[src/rtl/instr_encoder_writer_pkg.sv]
// Shared definitions for the RV32I instruction encoder/writer.
// Holds the instruction format enum, the error codes reported on err_code, a few
// opcode constants used by loaders and tests, and the signed-immediate fit check
// shared by the packer.
package instr_encoder_writer_pkg;

  // Instruction formats as presented on in_fmt; encodings 6 and 7 are invalid.
  typedef enum logic [2:0] {
    FMT_R = 3'd0,
    FMT_I = 3'd1,
    FMT_S = 3'd2,
    FMT_B = 3'd3,
    FMT_U = 3'd4,
    FMT_J = 3'd5
  } fmt_e;

  // Reasons a bundle is rejected.
  localparam logic [1:0] ERR_BAD_FMT = 2'd0;
  localparam logic [1:0] ERR_RANGE   = 2'd1;
  localparam logic [1:0] ERR_ALIGN   = 2'd2;

  localparam logic [6:0] OP_JAL    = 7'h6F;
  localparam logic [6:0] OP_BRANCH = 7'h63;
  localparam logic [6:0] OP_IMM    = 7'h13;

  // True when imm is the sign-extension of bit msb, i.e. bits [31:msb] are all equal.
  function automatic logic imm_fits(input logic [31:0] imm, input int unsigned msb);
    logic [31:0] s;
    s = 32'($signed(imm) >>> msb);
    return (s == '0) || (s == '1);
  endfunction

endpackage

[src/rtl/instr_field_packer.sv]
// Combinational RV32I field packer.
// Takes a format plus the raw instruction fields and a 32-bit immediate, and
// produces the packed instruction word together with a range/alignment verdict.
//   fmt_i                  instruction format (see fmt_e), 6..7 rejected
//   opcode_i, rd_i, rs1_i, rs2_i, funct3_i, funct7_i   raw fields
//   imm_i                  signed immediate (U: full upper value)
//   word_o                 packed instruction (don't-care when err_o is set)
//   err_o, code_o          rejection flag and reason
module instr_field_packer
  import instr_encoder_writer_pkg::*;
(
  input  logic [2:0]  fmt_i,
  input  logic [6:0]  opcode_i,
  input  logic [4:0]  rd_i,
  input  logic [4:0]  rs1_i,
  input  logic [4:0]  rs2_i,
  input  logic [2:0]  funct3_i,
  input  logic [6:0]  funct7_i,
  input  logic [31:0] imm_i,
  output logic [31:0] word_o,
  output logic        err_o,
  output logic [1:0]  code_o
);

  fmt_e fmt_v;
  assign fmt_v = fmt_e'(fmt_i);

  always_comb begin
    word_o = '0;
    err_o  = 1'b0;
    code_o = ERR_BAD_FMT;
    case (fmt_v)
      FMT_R: begin
        word_o = {funct7_i, rs2_i, rs1_i, funct3_i, rd_i, opcode_i};
      end
      FMT_I: begin
        word_o = {imm_i[11:0], rs1_i, funct3_i, rd_i, opcode_i};
        if (!imm_fits(imm_i, 11)) begin
          err_o  = 1'b1;
          code_o = ERR_RANGE;
        end
      end
      FMT_S: begin
        word_o = {imm_i[11:5], rs2_i, rs1_i, funct3_i, imm_i[4:0], opcode_i};
        if (!imm_fits(imm_i, 11)) begin
          err_o  = 1'b1;
          code_o = ERR_RANGE;
        end
      end
      FMT_B: begin
        word_o = {imm_i[12], imm_i[10:5], rs2_i, rs1_i, funct3_i, imm_i[4:1], imm_i[11],
                  opcode_i};
        // Range is reported in preference to misalignment.
        if (!imm_fits(imm_i, 12)) begin
          err_o  = 1'b1;
          code_o = ERR_RANGE;
        end else if (imm_i[0]) begin
          err_o  = 1'b1;
          code_o = ERR_ALIGN;
        end
      end
      FMT_U: begin
        word_o = {imm_i[31:12], rd_i, opcode_i};
        // Low bits would be silently lost, so treat them as out of range.
        if (imm_i[11:0] != 12'h000) begin
          err_o  = 1'b1;
          code_o = ERR_RANGE;
        end
      end
      FMT_J: begin
        word_o = {imm_i[20], imm_i[10:1], imm_i[11], imm_i[19:12], rd_i, opcode_i};
        if (!imm_fits(imm_i, 20)) begin
          err_o  = 1'b1;
          code_o = ERR_RANGE;
        end else if (imm_i[0]) begin
          err_o  = 1'b1;
          code_o = ERR_ALIGN;
        end
      end
      default: begin
        err_o  = 1'b1;
        code_o = ERR_BAD_FMT;
      end
    endcase
  end

endmodule

[src/rtl/instr_encoder_writer.sv]
// Streaming RV32I instruction encoder and instruction-memory writer.
// Accepts field bundles over in_valid/in_ready, encodes and checks them in one
// combinational stage, and writes valid words to consecutive memory addresses
// through a single output register held until mem_ready.
//   clk, rst                  clock, synchronous active-high reset
//   start, start_addr         begin a run at start_addr (clears counters)
//   finish                    stop accepting, drain the output stage, pulse done
//   in_valid/in_ready, in_*   instruction field bundle
//   mem_we/mem_ready, mem_addr, mem_wdata   instruction-memory write port
//   err_valid, err_code       one-cycle pulse per rejected bundle
//   word_count, wrapped       words written since start (saturating), sticky wrap flag
//   busy, done                not idle, one-cycle pulse on drain completion
module instr_encoder_writer
  import instr_encoder_writer_pkg::*;
#(
  parameter int unsigned ADDR_WIDTH = 10
) (
  input  logic                  clk,
  input  logic                  rst,
  input  logic                  start,
  input  logic [ADDR_WIDTH-1:0] start_addr,
  input  logic                  finish,
  input  logic                  in_valid,
  output logic                  in_ready,
  input  logic [2:0]            in_fmt,
  input  logic [6:0]            in_opcode,
  input  logic [4:0]            in_rd,
  input  logic [4:0]            in_rs1,
  input  logic [4:0]            in_rs2,
  input  logic [2:0]            in_funct3,
  input  logic [6:0]            in_funct7,
  input  logic [31:0]           in_imm,
  output logic                  mem_we,
  input  logic                  mem_ready,
  output logic [ADDR_WIDTH-1:0] mem_addr,
  output logic [31:0]           mem_wdata,
  output logic                  err_valid,
  output logic [1:0]            err_code,
  output logic [ADDR_WIDTH:0]   word_count,
  output logic                  wrapped,
  output logic                  busy,
  output logic                  done
);

  localparam int unsigned CountWidth = ADDR_WIDTH + 1;

  typedef enum logic [1:0] {StIdle, StRun, StDrain} state_e;

  state_e                state_q, state_d;
  logic [ADDR_WIDTH-1:0] addr_q, addr_d;
  logic                  mem_we_q, mem_we_d;
  logic [31:0]           mem_wdata_q, mem_wdata_d;
  logic                  err_valid_q, err_valid_d;
  logic [1:0]            err_code_q, err_code_d;
  logic [CountWidth-1:0] word_count_q, word_count_d;
  logic                  wrapped_q, wrapped_d;
  logic                  done_q, done_d;

  logic        pk_err;
  logic [1:0]  pk_code;
  logic [31:0] pk_word;
  logic        accept;
  logic        wr_hs;

  instr_field_packer u_packer (
    .fmt_i    (in_fmt),
    .opcode_i (in_opcode),
    .rd_i     (in_rd),
    .rs1_i    (in_rs1),
    .rs2_i    (in_rs2),
    .funct3_i (in_funct3),
    .funct7_i (in_funct7),
    .imm_i    (in_imm),
    .word_o   (pk_word),
    .err_o    (pk_err),
    .code_o   (pk_code)
  );

  // A new bundle may enter whenever the output register is empty or emptying.
  assign in_ready = (state_q == StRun) && (!mem_we_q || mem_ready);
  assign accept   = in_valid && in_ready;
  assign wr_hs    = mem_we_q && mem_ready;

  always_comb begin
    state_d      = state_q;
    addr_d       = addr_q;
    mem_we_d     = mem_we_q;
    mem_wdata_d  = mem_wdata_q;
    err_valid_d  = 1'b0;
    err_code_d   = err_code_q;
    word_count_d = word_count_q;
    wrapped_d    = wrapped_q;
    done_d       = 1'b0;

    // addr_q always names the word currently presented (or the next one to load),
    // so advancing it on the handshake makes it the address of a word loaded this cycle.
    if (wr_hs) begin
      mem_we_d = 1'b0;
      addr_d   = addr_q + ADDR_WIDTH'(1);
      if (addr_q == '1) begin
        wrapped_d = 1'b1;
      end
      if (word_count_q != '1) begin
        word_count_d = word_count_q + CountWidth'(1);
      end
    end

    if (accept) begin
      if (pk_err) begin
        err_valid_d = 1'b1;
        err_code_d  = pk_code;
      end else begin
        mem_we_d    = 1'b1;
        mem_wdata_d = pk_word;
      end
    end

    unique case (state_q)
      StIdle: begin
        if (start) begin
          state_d      = StRun;
          addr_d       = start_addr;
          word_count_d = '0;
          wrapped_d    = 1'b0;
        end
      end
      StRun: begin
        // start has priority over finish; a restart is only honoured with nothing
        // pending so an in-flight word never lands at the new address.
        if (start) begin
          if (!mem_we_q) begin
            addr_d       = start_addr;
            word_count_d = '0;
            wrapped_d    = 1'b0;
          end
        end else if (finish) begin
          state_d = StDrain;
        end
      end
      StDrain: begin
        if (!mem_we_q) begin
          state_d = StIdle;
          done_d  = 1'b1;
        end
      end
      default: begin
        state_d = StIdle;
      end
    endcase
  end

  always_ff @(posedge clk) begin
    if (rst) begin
      state_q      <= StIdle;
      addr_q       <= '0;
      mem_we_q     <= 1'b0;
      mem_wdata_q  <= '0;
      err_valid_q  <= 1'b0;
      err_code_q   <= '0;
      word_count_q <= '0;
      wrapped_q    <= 1'b0;
      done_q       <= 1'b0;
    end else begin
      state_q      <= state_d;
      addr_q       <= addr_d;
      mem_we_q     <= mem_we_d;
      mem_wdata_q  <= mem_wdata_d;
      err_valid_q  <= err_valid_d;
      err_code_q   <= err_code_d;
      word_count_q <= word_count_d;
      wrapped_q    <= wrapped_d;
      done_q       <= done_d;
    end
  end

  assign mem_we     = mem_we_q;
  assign mem_addr   = addr_q;
  assign mem_wdata  = mem_wdata_q;
  assign err_valid  = err_valid_q;
  assign err_code   = err_code_q;
  assign word_count = word_count_q;
  assign wrapped    = wrapped_q;
  assign busy       = (state_q != StIdle);
  assign done       = done_q;

endmodule

[config.mk]
export PLATFORM = sky130hd
export DESIGN_NAME = instr_encoder_writer
export DESIGN_NICKNAME = d
export VERILOG_FILES = /design/src/rtl/instr_encoder_writer_pkg.sv /design/src/rtl/instr_field_packer.sv /design/src/rtl/instr_encoder_writer.sv
export SDC_FILE = /design/constraint.sdc
export NUM_CORES = 1
export LEC_CHECK = 0
export CAP_MARGIN = 0
export CORE_UTILIZATION = 43
export DETAILED_ROUTE_END_ITERATION = 6
export PLACE_DENSITY_LB_ADDON = 0.25
export SYNTH_ARGS = -nofsm -noshare
export SYNTH_HDL_FRONTEND = slang
export SYNTH_SLANG_ARGS = --single-unit
export TNS_END_PERCENT = 20
[constraint.sdc]
create_clock -name clk -period 2.3 [get_ports clk]
set_input_delay 0.46 -clock clk [delete_from_list [all_inputs] [get_ports clk]]
set_output_delay 0.46 -clock clk [all_outputs]
set_load 0.05 [all_outputs]
# Yosys cells after proc, flatten, opt, wreduce, memory -nomap -nowiden
# Cells that the tools add are included.
# totals
ff_bits	61
out_inout_bits	61
word_cells	91
# classes
add_sub_neg	2
eq_ne	16
mux	40
n_bitwise	3
n_reduce_logical	21
# op_table
cell	n
$pmux W32 S6	1
$eq A32 B32 Y1 const B	3
$logic_not A32 Y1	3
$mux W11	5
$mux W10	4
$pmux W11 S2	1
$pmux W10 S2	1
$mux W1	17
$mux W2	7
$reduce_bool A12 Y1	1
$add A11 B1 Y11 const B	1
$ne A11 B11 Y1 const B	1
$add A10 B1 Y10 const B	1
$eq A10 B10 Y1 const B	1
$ne A2 B2 Y1 const B	4
$pmux W2 S4	1
$eq A3 B2 Y1 const B	2
$eq A3 B3 Y1 const B	2
$pmux W2 S3	1
$reduce_or A2 Y1	3
$pmux W1 S5	1
$logic_or A1 B1 Y1	4
$reduce_and A2 Y1	2
$reduce_and A4 Y1	1
10 further kinds	14

# Depth between registers and ports, before layout
# Gate-level depths: netlist of run 1.
# logic_depth
word_depth	6
ltp_mapped	9

# Hierarchy
# Synthesis of run 1 repeated with hierarchy kept, for this count alone.
# hier_totals
hier_cells	430
area_unflattened_um2	3263.1
# modules_own_cells
module	instances	cells_per_inst	area_each_um2	seq_area_each_um2
instr_encoder_writer	1	299	2472.4	1221.2
instr_field_packer	1	131	790.8	0.0

# Worst setup path before layout of run 1
# Ideal clock, no wire load.
# synth_path
path_kind	flip-flop to flip-flop
start	register word_count_q[0] (netlist: word_count[0])
end	register word_count_q[4] (netlist: word_count[4])
setup_time_ps	128
arrival_ps	1975
path_slack_ps	198
path_stages_with_launch	8
period_less_slack_ps	2102
path_cell_list	dfxtp_1 > ha_1 > nand3_1 > nor3_1 > a41oi_2 > nor2b_1 > xnor2_1 > nor2_1
# synth_between
elab_chain_len	6
word_cells_on_any_way	8
cone_classes	1 x add/sub; 1 x eq/ne; 6 x mux
# synth_lines
item	line	text
start: declaration	instr_encoder_writer.sv:55	logic [CountWidth-1:0] word_count_q, word_count_d;
start signal: assignment	instr_encoder_writer.sv:170	word_count_q <= word_count_d;
$add A11 B1 Y11 or $ne A11 B11 Y1 (tied branches)	instr_encoder_writer.sv:104, instr_encoder_writer.sv:103	
$mux W11 (*)	instr_encoder_writer.sv:103	if (word_count_q != '1) begin
$mux W11 (*)	instr_encoder_writer.sv:97	if (wr_hs) begin
$mux W11	instr_encoder_writer.sv:131	if (!mem_we_q) begin
$mux W11	instr_encoder_writer.sv:130	if (start) begin
$pmux W11 S2 (*)	instr_encoder_writer.sv:118	unique case (state_q)
# Mark *: on every way between the ends. The rest lies on a longest branch, timed or not.
# A chain may end at the register's enable or synchronous reset.

# Final worst setup path of run 1
# layout_path
start	input port in_imm[19]
end	register mem_wdata_q[31] (netlist: mem_wdata[31])
# layout_between
elab_chain_len	6
word_cells_on_any_way	11
cone_classes	2 x eq/ne; 3 x mux; 1 x bitwise; 5 x reduce/logical
# layout_lines
item	line	text
start: declaration	instr_encoder_writer.sv:32	input logic [31:0] in_imm,
$eq A32 B32 Y1 or $logic_not A32 Y1 (tied branches)	instr_encoder_writer_pkg.sv:30	return (s == '0) || (s == '1);
$logic_or A1 B1 Y1	instr_encoder_writer_pkg.sv:30	
$mux W1, on equally long branches	instr_field_packer.sv:54, instr_field_packer.sv:38, instr_field_packer.sv:45	
$pmux W1 S5 (*)	instr_field_packer.sv:32	case (fmt_v)
$not A1 Y1 (no source line) (*)	n/a	
$reduce_and A2 Y1 (no source line) (*)	n/a	
end signal: assignment	instr_encoder_writer.sv:167	mem_wdata_q <= mem_wdata_d;
end: declaration	instr_encoder_writer.sv:52	logic [31:0] mem_wdata_q, mem_wdata_d;
# Marked as above.

==> summary by stage, run 1 <==
Outcome
The run finished with clean final reports.

Global routing
The number of antenna violations at the first check in global routing came to 0. The overall fraction of global-route tracks in use is 0.2634. For met2 alone, demand over resource in global routing was 0.4353. For met1 alone, demand over resource in global routing was 0.3504. Entering global routing, the biggest net connects 21 pins. The number of global-route vias before repair is 3,652. The remaining global-route overflow is 0. In this run the most used layer during global routing was met2.

The first global-routing pass estimated 17.76 mm of wire. In the global route stage, met3 resource usage came out at 0.04643.

Cells and area
The finished layout holds 694 standard cells, fillers aside. The area added between synthesis and finish is 64.58%. The share of layout cells above drive strength 1 is 0.2437.

The number of nets at the end of the flow is 671. After routing the design area is 5714 µm².

Detailed routing
The iteration count of the initial detailed-routing pass is 5. The first routing iteration left 194 violations. The routed wire length is 11.32 mm. In the final routed layout, each cell accounts on average for 16.31 µm. The number of antenna-violating nets in the routed design is 0.

After detailed routing, the number of remaining DRC violations is 0. For this block, the via count after detailed routing is 3,884. Dividing the detail-routed via count by the number of cells gives 5.597.

Setup path
STA classifies the critical path endpoint as a register. The critical path data arrival time is 2.51 ns. The worst setup path is launched from an input pin. The setup check on the worst reg-to-reg path leaves a slack of 0.39 ns.

Along the worst path, the maximum fanout reaches 6. The critical path class is input pin to register. At the worst endpoint, the required time is 2.52 ns.

Timing
The hold violation total from the final report was 0. The count of endpoints failing setup in the final report is 0. Setup repair after global routing could not meet its margin everywhere. Of the available clock period, the critical path in the final layout requires 0.9982. The count of pins over their slew limit is 0.

Across the routed clock network, the largest skew measured is 0.01344 ns. Measured against its own limit, the worst slew margin works out to 0.6249. The final critical delay including setup and external delays is 2.296 ns. The post-route setup TNS is 0 ns. Timing would allow up to 435.5 MHz. The transition at the pin with the smallest max-transition slack is 0.5627 ns.

Logic synthesis
The synthesized area per cell is 8.857 µm². The total standard cell area after synthesis is 3472 µm². After synthesis, the netlist uses 60 different library cells. Of all flip-flops after synthesis, the portion carrying an async set or reset was 0. The number of warnings reported in the yosys synthesis log is 0.

The post-synthesis instance total is 392. After synthesis the netlist holds a flip-flop and latch count of 61. The predominant post-synthesis flop cell is sky130_fd_sc_hd__dfxtp_1. Counting flops with a built-in enable in the synthesized netlist gives 0. The proportion of synthesized chip area in sequential cells is 0.3517.

Synthesis produced a netlist with a net count of 477.

Die
The region available for standard cell placement spans 7767 µm². For this configuration, the core starts out at a cell density of 0.4470. 144 I/O pins were placed.

The die footprint is 8438 µm². The floorplan step set the die width to 91.86 µm. The floorplan die height is 91.86 µm.

Row generation in the floorplan step produced 32 rows.

Clock tree
The clock latency on the worst-skew pair is 0.34 ns. The clock-pin transition on the worst setup and hold timing paths is 0.07 ns. The TritonCTS clock tree is done. The buffer depth of the longest clock path is 2. Counting the buffers created by CTS gives 9.

The buffer type at the clock tree root is sky130_fd_sc_hd__clkbuf_8. The clock net in this run drives a total of 61 sinks. The clock tree synthesis step divided the H-tree into 3 levels.

Place
During placement, the flow inserted port buffers numbering 143. Routability-driven placement finished with a final weighted congestion of 0.8650. In this run the cell area measured after placement is 5350 µm². The post-DP HPWL is 8.480 mm. The number of placed cells counting well taps is 669.

Pwr
Of the total power, the share spent switching nets is 0.3003. The clock network fraction of design power is 0.356. The areal power density over the cells is 497.9 nW/µm². Of the total power, registers draw 0.392.

The total power draw is 2845 µW. The internal power consumption is 1991 µW. Of the total power, combinational logic draws 0.252. For this design the total switching power over the nets is 854.4 µW.

The leakage power of the design is 0.002067 µW. Across the VDD grid, the largest voltage drop is 0.3541 mV.

Hold path
The classification of the worst-slack hold path is register to register.

Run
The max-capacitance violation count is 0.
==> per-layer routing <==
metal / vias up / part of all wire
met5: - / 0
met4: 0 / 0.015
met3: 18 / 0.071
met2: 154 / 0.48
met1: 1846 / 0.44
li1: 1866 / -
==> area by class of cell <==
cell class / instances / area [µm²]
fillers: 595 / 2053
diodes: 1 / 2.502
clock inverters: 5 / 58.81
flip-flops and latches: 61 / 1221
multi-input cells: 296 / 2107
clock buffers: 11 / 151.4
well taps: 102 / 127.6
repair buffers: 212 / 2023
inverters: 6 / 22.52
==> path summary, 6_finish.rpt <==
path	end	startpoint	cells after the start
worst max-delay path	mem_wdata[31]$_SDFFE_PP0P_	in_imm[19]	10
worst min-delay path	mem_wdata[4]$_SDFFE_PP0P_	mem_wdata[4]$_SDFFE_PP0P_	2
worst max register to register	mem_wdata[14]$_SDFFE_PP0P_	state_q[0]$_SDFFE_PP0P_	9
worst min register to register	mem_wdata[4]$_SDFFE_PP0P_	mem_wdata[4]$_SDFFE_PP0P_	2
==> cell usage after synthesis (3+ instances only) <==
master / instances / area share
sky130_fd_sc_hd__a211oi_1: 9 / 0.019
sky130_fd_sc_hd__a211oi_2: 15 / 0.054
sky130_fd_sc_hd__a21oi_1: 25 / 0.036
sky130_fd_sc_hd__a21oi_2: 15 / 0.038
sky130_fd_sc_hd__a22o_1: 4 / 0.010
sky130_fd_sc_hd__a22oi_1: 25 / 0.054
sky130_fd_sc_hd__a311oi_1: 6 / 0.015
sky130_fd_sc_hd__a31oi_1: 3 / 0.0054
sky130_fd_sc_hd__and3_1: 5 / 0.0090
sky130_fd_sc_hd__buf_2: 6 / 0.0086
sky130_fd_sc_hd__buf_6: 6 / 0.019
sky130_fd_sc_hd__clkbuf_1: 11 / 0.012
sky130_fd_sc_hd__dfxtp_1: 61 / 0.35
sky130_fd_sc_hd__inv_1: 5 / 0.0054
sky130_fd_sc_hd__mux2i_1: 3 / 0.0086
sky130_fd_sc_hd__nand2_1: 32 / 0.035
sky130_fd_sc_hd__nand2b_1: 9 / 0.016
sky130_fd_sc_hd__nand3_1: 7 / 0.010
sky130_fd_sc_hd__nand3b_1: 3 / 0.0065
sky130_fd_sc_hd__nand4_1: 17 / 0.031
sky130_fd_sc_hd__nor2_1: 30 / 0.032
sky130_fd_sc_hd__nor2b_1: 4 / 0.0072
sky130_fd_sc_hd__nor3_1: 17 / 0.025
sky130_fd_sc_hd__nor4_1: 3 / 0.0054
sky130_fd_sc_hd__nor4_2: 6 / 0.022
sky130_fd_sc_hd__o21ai_0: 4 / 0.0058
sky130_fd_sc_hd__o21ai_1: 7 / 0.010
sky130_fd_sc_hd__o22ai_1: 6 / 0.011
sky130_fd_sc_hd__xnor2_1: 4 / 0.010
sky130_fd_sc_hd__xor2_1: 9 / 0.023
==> power by group through the flow <==
stage	logic [µW]	registers, µW	clock network (µW)
final	717	1120	1010
after global routing	757	1120	1070
after CTS	697	1120	1030
after detailed placement	694	1140	0
after global placement	682	1140	0
after floorplan	247	1240	0
==> placed cells by master, fill, tap and decap left out, drive strengths merged, types with 7 or more instances in the layout <==
| cell | Yosys | routed |
|---|---|---|
| a211oi | 24 | 24 |
| o21ai | 11 | 11 |
| nand2b | 9 | 9 |
| clkdlybuf4s50 | 0 | 135 |
| nor2 | 32 | 32 |
| clkbuf | 12 | 11 |
| a311oi | 7 | 7 |
| nand2 | 32 | 32 |
| nor3 | 17 | 17 |
| xor2 | 9 | 9 |
| buf | 17 | 71 |
| nand3 | 7 | 7 |
| dfxtp | 61 | 61 |
| a21oi | 41 | 41 |
| nor4 | 9 | 9 |
| nand4 | 17 | 17 |
| a22oi | 25 | 25 |
==> registers in the layout, indices dropped and copies added (netlist names) <==
register    flops
done            1
state_q         2
err_valid       1
mem_we          1
wrapped         1
word_count     11
mem_wdata      32
err_code        2
mem_addr       10
==> logic make-up after synthesis <==
logic type,synth area share
AO/OA/AOI/OAI,0.2984
XOR/XNOR,0.03279
adder cells (fa/ha/maj),0.01045
buffers and inverters,0.06234
flip-flops,0.3517
multiplexers,0.01838
AND/OR/NAND/NOR,0.2259
==> through the flow <==
step / hold slack [ns] / worst slack (ns) / util
2_1_floorplan: 0.4643 / 0.1978 / -
3_3_place_gp: 0.4555 / -0.2303 / 0.6888
3_5_place_dp: 0.4555 / -0.3402 / 0.6888
4_1_cts: 0.4746 / 0.009131 / 0.7159
5_1_grt: 0.4905 / -0.07124 / 0.7353
6_report: 0.4717 / 0.004042 / 0.7357
==> critical path, cell delays in order <==
cell and delay (ns):
sky130_fd_sc_hd__clkdlybuf4s50_1 0.49, sky130_fd_sc_hd__nor4_2 0.37, sky130_fd_sc_hd__nand2_1 0.11, sky130_fd_sc_hd__a211oi_2 0.25
sky130_fd_sc_hd__buf_4 0.16, sky130_fd_sc_hd__a2111oi_4 0.04, sky130_fd_sc_hd__buf_4 0.18, sky130_fd_sc_hd__buf_4 0.16
sky130_fd_sc_hd__o21ai_0 0.20, sky130_fd_sc_hd__a21oi_1 0.09
==> repair_timing <==
| action | CTS | global route |
|---|---|---|
| setup buffers | 0 | 8 |
| endpoints found under the setup margin | 0 | 32 |
| resized for setup | 0 | 18 |
| hold buffers | 0 | 0 |
Power figures use the tool's default switching activity.
==> inputs of run 2 (changes only) <==
--- a/config.mk
+++ b/config.mk
@@ -6,7 +6,7 @@
 export NUM_CORES = 1
 export LEC_CHECK = 0
 export CAP_MARGIN = 0
-export CORE_UTILIZATION = 43
+export CORE_UTILIZATION = 40
 export DETAILED_ROUTE_END_ITERATION = 6
 export PLACE_DENSITY_LB_ADDON = 0.25
 export SYNTH_ARGS = -nofsm -noshare
==> summary by stage, run 2 (synthesis results as in run 1) <==
Outcome
The run finished with clean final reports.

Timing
The transition at the pin with the smallest max-transition slack is 0.7983 ns. The post-route clock skew is 0.006444 ns. The relative slew slack is 0.4659. Setup violations remaining at the end of the flow were counted as 0. The highest attainable clock frequency is 448.3 MHz. The hold violation total from the final report is 0. The ratio of final minimum period to clock period is 0.9698.

The setup slack of the critical path after layout is 0.06938 ns. The count of pins over their slew limit was 0. The post-route setup TNS is 0 ns.

The worst hold slack is 0.4720 ns. After layout, the minimum clock period comes to 2.231 ns.

Cells and area
The most common cell after layout, fill and taps aside is sky130_fd_sc_hd__clkdlybuf4s50_1. The area added between synthesis and finish is 61.91%. The number of antenna cells inserted is 0.

For this run, the share of the core covered by cells in the final layout is 0.6774. In the layout the commonest cells are 131 x sky130_fd_sc_hd__clkdlybuf4s50_1, 61 x sky130_fd_sc_hd__dfxtp_1, 48 x sky130_fd_sc_hd__buf_4, 32 x sky130_fd_sc_hd__nand2_1, 30 x sky130_fd_sc_hd__nor2_1. The register with the most flip-flops in the layout has 32 of them. The number of nets at the end of the flow is 656. Of the cells placed in the final design, the portion with a size suffix greater than 1 is 0.2222.

Place
Before CTS, the worst setup slack after placement is -0.3252 ns. The number of buffer cells added on primary ports is 143. The weighted congestion at the end of routability-driven global placement is 0.9263.

After legalization and detailed placement, the total HPWL measured 8.225 mm.

Pwr
After layout, the design draws a total of 2909 µW. Of the total power, the share spent switching nets is 0.2909. Cell internal power was estimated by the tool at 2063 µW. The total net switching power is 846.2 µW. Across the VDD grid, the largest voltage drop is 0.3390 mV. The combinational fraction of design power is 0.238. Summed over all cells, the static leakage comes to 0.002031 µW. Of the total power, the clock network draws 0.378.

The relative contribution of sequential cells to total power is 0.384. The areal power density over the cells is 517.5 nW/µm².

Setup path
The slowest cell on the critical path is sky130_fd_sc_hd__clkdlybuf4s50_1. The worst setup path is launched from an input pin. For the worst setup path, the data required time is 2.50 ns. Data arrives at the worst endpoint at 2.44 ns. In this design, the largest share of critical-path delay is due to buffers and inverters. The critical path class is input pin to register. The stage delay of the slowest cell on the critical path is 0.48 ns. The startpoint identified for the worst register-to-register timing path is state_q[0]$_SDFFE_PP0P_.

The critical path goes through clkdlybuf4s50_1, nor4_4, nand3_2, a211oi_2, buf_4, a2111oi_4, buf_4, buf_12, nor3_1, nor3_1. Of all nets on the critical path, the largest fanout is 6. The kind of end point of the critical path is a register.

The critical path launch point is in_imm[22]. The critical path contains buffers and inverters numbering 4 combined.

Clock tree
The number of H-tree branching levels is 3. Clock tree synthesis found a total of 61 sinks. The number of buffers added by the clock tree synthesis step is 9. The buffer type at the clock tree root is sky130_fd_sc_hd__clkbuf_8.

No sink is reached through more buffers than the 2 on the longest clock path. The TritonCTS clock tree is done. The hold buffer count at CTS is 0.

Clock latency on the worst-skew pair, taken at its later pin, is 0.33 ns. After clock tree synthesis, the clock-pin slew on the worst setup and hold paths is 0.07 ns.

Detailed routing
In the final routed layout, each cell accounts on average for 16.28 µm. For this run, the detailed router's first-pass iteration total came to 4. Across all layers, the routed design uses 3,789 vias.

The routed wire length is 11.08 mm. For this run, design rule violations remaining after detail routing come to 0. Using the TritonRoute via totals, the vias-per-cell ratio works out to 5.564. In this run the remaining antenna-violating nets after routing total 0. The starting DRC count in detailed routing is 295.

Global routing
The number of global-route vias before repair is 3,627. The pin count of the biggest net entering global routing is 29. The first-pass GRT wire length is 17.13 mm. The remaining global-route overflow is 0. In the global route stage, overall resource usage came out at 0.2428. The number of antenna violations at the first check in global routing was 0.

Die
The floorplan die height is 95.17 µm. The count of pins on the block boundary is 144. For this configuration, the core starts out at a cell density of 0.4184. The region available for standard cell placement spans 8299 µm². The die covers 9056 µm². The standard-cell row count is 33. The die width is 95.17 µm.

Hold path
The startpoint of the worst hold path is mem_wdata[3]$_SDFFE_PP0P_. The worst hold path belongs to the class register to register.

Run
The max-capacitance violation count is 0.
==> run 2: cell count changes in the layout (fill, tap and decap cells not counted), moves of 2 or more <==
cell	delta
sky130_fd_sc_hd__buf_4	-16
sky130_fd_sc_hd__clkdlybuf4s50_1	-4
sky130_fd_sc_hd__dlymetal6s2s_1	+4
sky130_fd_sc_hd__clkinvlp_4	-2
==> run 2: worst paths after layout <==
path | endpoint | slack [ns] | cells after the start
setup / recovery | mem_wdata[28]$_SDFFE_PP0P_ | 0.07 | 10
hold / removal | mem_wdata[3]$_SDFFE_PP0P_ | 0.47 | 2
setup reg to reg | mem_wdata[10]$_SDFFE_PP0P_ | 0.48 | 8
hold reg to reg | mem_wdata[3]$_SDFFE_PP0P_ | 0.47 | 2
==> run 2: worst reg2reg max path: stages, from the launching register on <==
cell	delay, ns
sky130_fd_sc_hd__dfxtp_1	0.40
sky130_fd_sc_hd__nor2b_1	0.21
sky130_fd_sc_hd__and3_1	0.21
sky130_fd_sc_hd__nand2_1	0.09
sky130_fd_sc_hd__buf_4	0.15
sky130_fd_sc_hd__a21oi_4	0.18
sky130_fd_sc_hd__buf_12	0.18
sky130_fd_sc_hd__a21oi_1	0.08
sky130_fd_sc_hd__a311oi_1	0.24
==> run 2: power groups by stage <==
stage / clock [µW] / combinational [µW] / sequential (µW)
6_report: 1100 / 693 / 1120
5_1_grt: 1170 / 735 / 1120
4_1_cts: 1120 / 676 / 1120
3_5_place_dp: 0 / 672 / 1140
3_3_place_gp: 0 / 665 / 1140
2_1_floorplan: 0 / 247 / 1240
==> run 2: layout make-up <==
cell class,count,area (µm²)
sequential,61,1221
inverter,6,22.52
tap,105,131.4
timing repair buffer,197,1924
clock inverter,5,82.58
fill,660,2678
multi-input combinational,296,2098
clock buffer,11,141.4
==> run 2: metal layers <==
metal	share of wire	GRT usage
met5	0	0
met3	0.075	0.04306
met2	0.47	0.3982
met4	0.031	0.1136
met1	0.42	0.3075
==> run 2: stage by stage <==
| step | cells | cell area [µm²] |
|---|---|---|
| 2_1_floorplan | 392 | 3472 |
| 3_3_place_gp | 662 | 5266 |
| 6_report | 681 | 5622 |
| 3_5_place_dp | 662 | 5266 |
| 4_1_cts | 678 | 5490 |
| 5_1_grt | 681 | 5622 |
==> run 2: repair_timing <==
| action | CTS | global route |
|---|---|---|
| buffers inserted | 0 | 3 |
| endpoints found under the setup margin | 0 | 23 |
| hold endpoints to repair | 0 | 0 |
| resized for setup | 0 | 22 |
